===== config.mk =====
export PLATFORM = sky130hd
export DESIGN_NAME = seq_multiplier
export DESIGN_NICKNAME = d
export VERILOG_FILES = /design/src/rtl/seq_multiplier.sv
export SDC_FILE = /design/constraint.sdc
export NUM_CORES = 1
export LEC_CHECK = 0
export ABC_CLOCK_PERIOD_IN_PS = 6550
export BUFFER_PORTS_ARGS = -buffer_cell sky130_fd_sc_hd__buf_2
export CAP_MARGIN = 20
export CORE_ASPECT_RATIO = 1.75
export CORE_MARGIN = 3
export CORE_UTILIZATION = 55
export CTS_CLUSTER_DIAMETER = 100
export DETAILED_ROUTE_END_ITERATION = 8
export PLACE_DENSITY = 0.74
export SLEW_MARGIN = 20
export SYNTH_ARGS = -nofsm -noshare
export SYNTH_HDL_FRONTEND = slang
export SYNTH_SLANG_ARGS = --single-unit

===== constraint.sdc =====
create_clock -name clk -period 6.55 [get_ports clk]
set_input_delay 0.655 -clock clk [delete_from_list [all_inputs] [get_ports clk]]
set_output_delay 0.655 -clock clk [all_outputs]
set_load 0.02 [all_outputs]

===== src/rtl/seq_multiplier.sv =====
// seq_multiplier: iterative shift-add multiplier, signed (MULT) or unsigned (MULTU).
// The operands are reduced to magnitudes when they are accepted. One multiplier bit is
// consumed per cycle, and the sign is applied to the final sum at completion. dataOut
// holds the last product until the next completion.
module seq_multiplier #(
    parameter int WIDTH = 32,
    parameter int CNT_W = 7
) (
    input  logic                 clk,
    input  logic                 reset,
    input  logic                 start,
    input  logic                 signed_mode,
    input  logic [WIDTH-1:0]     dataA,
    input  logic [WIDTH-1:0]     dataB,
    output logic                 busy,
    output logic                 done,
    output logic [2*WIDTH-1:0]   dataOut
);

    typedef enum logic {IDLE, RUN} state_t;

    // The count value seen on the edge that finishes the last iteration
    localparam logic [CNT_W-1:0] LAST_CNT = CNT_W'(WIDTH - 1);

    state_t                state;
    logic [2*WIDTH-1:0]    multiplicand;
    logic [WIDTH-1:0]      multiplier;
    logic [2*WIDTH-1:0]    product;
    logic [CNT_W-1:0]      count;
    logic                  neg;
    logic [2*WIDTH-1:0]    product_next;

    // Magnitude of an operand. -2^(W-1) maps to 2^(W-1), which fits as an unsigned W-bit value
    function automatic logic [WIDTH-1:0] magnitude(input logic [WIDTH-1:0] v, input logic sgn);
        magnitude = (sgn && v[WIDTH-1]) ? (~v + WIDTH'(1)) : v;
    endfunction

    // Reapply the sign of the result to the unsigned product
    function automatic logic [2*WIDTH-1:0] apply_sign(input logic [2*WIDTH-1:0] p, input logic n);
        apply_sign = n ? (~p + (2*WIDTH)'(1)) : p;
    endfunction

    // Partial-product accumulation for the current multiplier bit
    always_comb begin
        product_next = product;
        if (multiplier[0]) begin
            product_next = product + multiplicand;
        end
    end

    // Control FSM and datapath registers
    always_ff @(posedge clk or posedge reset) begin
        if (reset) begin
            state        <= IDLE;
            multiplicand <= '0;
            multiplier   <= '0;
            product      <= '0;
            count        <= '0;
            neg          <= 1'b0;
            busy         <= 1'b0;
            done         <= 1'b0;
            dataOut      <= '0;
        end else begin
            case (state)
                IDLE: begin
                    done <= 1'b0;
                    if (start) begin
                        multiplicand <= {{WIDTH{1'b0}}, magnitude(dataA, signed_mode)};
                        multiplier   <= magnitude(dataB, signed_mode);
                        neg          <= signed_mode & (dataA[WIDTH-1] ^ dataB[WIDTH-1]);
                        product      <= '0;
                        count        <= '0;
                        busy         <= 1'b1;
                        state        <= RUN;
                    end
                end
                RUN: begin
                    product      <= product_next;
                    multiplicand <= multiplicand << 1;
                    multiplier   <= multiplier >> 1;
                    count        <= count + CNT_W'(1);
                    if (count == LAST_CNT) begin
                        dataOut <= apply_sign(product_next, neg);
                        done    <= 1'b1;
                        busy    <= 1'b0;
                        state   <= IDLE;
                    end else begin
                        done    <= 1'b0;
                    end
                end
                default: begin
                    state <= IDLE;
                    busy  <= 1'b0;
                    done  <= 1'b0;
                end
            endcase
        end
    end

endmodule


==> results_dict.tcl <==
set metrics [dict create \
    fin_nets 2490 \
    track_usage_pct 36.6 \
    slew_violations 0 \
    max_stage_delay_ns 0.99 \
    critPathCaptureType "flop" \
    synth_nets 2451 \
    fin_crit_sh_pct 83.3 \
    place_congestion 1.10 \
    crit_family "compound AO/OA/AOI/OAI gates" \
    register_area_um2 5890 \
    start_kind "flop" \
    hold_buffers 0 \
    syn_area_per_cell_um2 7.86 \
    firstDrtPassIters 6 \
    worst_slew_pin_slew_ns 1.17 \
    overflow 0 \
    multi_input_area_um2 11500 \
    yosysSeqAreaShare_pct 32.3 \
    outcome "finished clean" \
    pwr-share-seq_pct 26.2 \
    clkSlewWorstSetupHoldPaths_ns 0.07 \
    dr.first_iter.drc_count 1312 \
    crit_fanout 5 \
    max-slew-margin-rel_pct 21.1 \
    vias 17850 \
    cts_inserted_buffers 24 \
    clock_latency_ns 0.57 \
    syn_area_um2 18200 \
    critPathKind "reg2reg" \
    critical_path_buf_inv_count 0 \
    synth-seq-cells 235 \
    rows 87 \
    antenna_found_initial 1 \
    fillers 2929 \
    die_area_um2 35400 \
    grt_pass1_wl_um 99400 \
    antenna_left 0 \
    grt_max_degree 136 \
    io_pins 134 \
    core_region_area_um2 32400 \
    final_layout_size_suffix_gt1_share_pct 11.9 \
    syn_inst 2315 \
    cpMaxStageDelayCell "o31ai_1" \
    synth_top_area_cell "dfrtp_1" \
    totalWireLength_um 65500 \
    ys.flop_type "dfrtp_1" \
    critPathRequiredTime_ns 6.95 \
    ys.warnings.count 0 \
    path_cells "ha_1 > a211oi_2 > o21ai_1 > a211oi_2 > o22ai_1 > o31ai_1 > a31oi_1 > xnor2_1 > a31oi_1 > nand4bb_1 > o41ai_1 > xor2_1 > o21ai_1" \
    die_width_um 144 \
    p_clk_share_pct 16.5 \
    synth.area.top_cells "dfrtp_1, o21ai_0, nand2_1" \
    hold_violations 0 \
    netSwitchingFraction_pct 50.6 \
    dieHeight_um 247 \
    hp-class "in2async" \
    cts-root-buf "clkbuf_16" \
    rsz0062_at_grt "no" \
    cts_tree "built" \
    arrival_ns 5.86 \
    ys_types 106 \
    synth_common_cells "nand2_1, o21ai_0, dfrtp_1, nor2_1" \
    setup_viol 0 \
    clockBufferDepth 3 \
    max_cap_viol_count 0 \
    synth-edff-count 0 \
    grt_pass1_vias 17928 \
    skew_ns 0.0355 \
    p_sw_mw 4.99 \
    clock_sinks 235 \
    async_flop_share_pct 100 \
    portBuffers 133 \
    leakage_nw 8.47 \
    pwr-share-comb_pct 57.3 \
    period_minus_slack_ns 5.46 \
    route.detailed.drc 0 \
    ir_drop_mv 0.322 \
    htree_levels 1 \
    initial_utilization_pct 56.1 \
    place_hpwl_um 50500 \
    wl_per_cell_um 23.6 \
    cts_setup_buffers 0 \
    vias_per_cell 6.44 \
    fin_tns_setup_ns 0 \
    synth_top_area_share_pct 32.3 \
    p_int_mw 4.87 \
    synth.most_common_cell "nand2_1" \
    power.density_nw_per_um2 495 \
    areaGrowthSynthToFinish_pct 9.47 \
    cts-resized-gates 0 \
    finalPower_mw 9.86 \
    max_freq_mhz 183 \
]
-- cells in the final DEF, fill, tap and decap left out, types with 6 or more instances in the layout --
cell type	Yosys	final
nand2_1	412	412
o21ai_0	341	341
dfrtp_1	235	232
buf_2	24	132
nor2_1	111	111
nand2b_1	107	107
a21oi_1	107	107
xor2_1	82	82
ha_1	67	67
xnor2_1	55	55
o31ai_1	47	46
nand4_1	45	45
inv_1	47	45
nand3_1	41	41
nor3_1	39	39
mux2i_1	28	28
nor4_1	28	27
or3_1	25	24
clkbuf_16	0	24
o21ai_1	23	23
buf_4	3	23
a21o_1	21	21
o21a_1	20	20
o211ai_1	17	17
a211oi_1	16	16
and3_1	16	16
a31oi_1	13	13
nor2b_1	12	12
o41ai_1	12	12
mux2_2	11	11
and2_1	10	10
a221oi_1	10	10
a22oi_1	10	10
or2_2	10	10
o2111ai_1	9	9
or4_1	7	7
bufinv_16	0	7
o21bai_1	6	6
-- worst paths after layout --
kind / startpoint / to / slack [ns] / cells after the start
setup / recovery: multiplicand[1] / dataOut[60] / 1.09 / 13
hold / removal: reset / product[16] / 0.30 / 2
setup reg to reg: multiplicand[1] / dataOut[60] / 1.09 / 13
hold reg to reg: multiplier[19] / multiplier[18] / 0.46 / 2
max in group asynchronous: reset / multiplicand[24] / 4.87 / 3
min in group clk: dataB[31] / multiplier[31] / 0.39 / 3
-- state kept, by name (all words and copies together), names as in the netlist --
signal / count
done: 1
dataOut: 64
state: 1
multiplier: 32
neg: 1
multiplicand: 64
count: 7
busy: 1
product: 64
-- stage by stage --
step / setup WS [ns] / cell area [µm²] / util [%] / hold WS, ns / instances
6_report: 1.09 / 19900 / 61.4 / 0.298 / 2773
5_1_grt: 0.874 / 19900 / 61.4 / 0.357 / 2773
4_1_cts: 1.28 / 19900 / 61.4 / 0.320 / 2772
3_5_place_dp: 1.31 / 19000 / 58.6 / 0.465 / 2728
3_3_place_gp: 1.49 / 19000 / 58.5 / 0.454 / 2728
2_1_floorplan: 2.61 / 18200 / - / 0.445 / 2315
-- cell families (layout without fill, tap and decap cells) --
kind of cell	Yosys count	after routing	synth area share, %
other	0	1	0
AOI/OAI and AO/OA	738	738	25.5
xor gates and xnor gates	137	137	6.59
DFF	235	235	32.3
muxes	39	39	2.22
adders and majority gates	68	68	4.71
buffers and inverters	192	249	4.35
and+or+nand+nor	906	906	24.3
-- layout make-up --
class	count	share of cell area, %
Antenna cell	1	0.0126
Sequential cell	235	29.5
Inverter	47	0.904
Clock inverter	17	1.48
Multi-Input combinational cell	1888	58.0
Clock buffer	27	3.17
Tap cell	400	2.51
Timing Repair Buffer	158	4.44
-- routing by layer --
layer	track usage, %	vias to the layer above	part of all wire (%)
met3	3.91	294	4.0
met2	66.3	652	52
met1	34.6	8495	32
met5	0	-	0
li1	-	8409	-
met4	35.5	0	13
-- power by group through the flow --
stage,logic [mW],registers (mW),clock network [mW]
floorplan,3.75,2.47,0
global placement,5.47,2.56,0
detailed placement,5.53,2.58,0
CTS,5.57,2.56,1.65
global route,6.12,2.63,1.71
finish,5.65,2.58,1.63
Power figures use the tool's default switching activity.
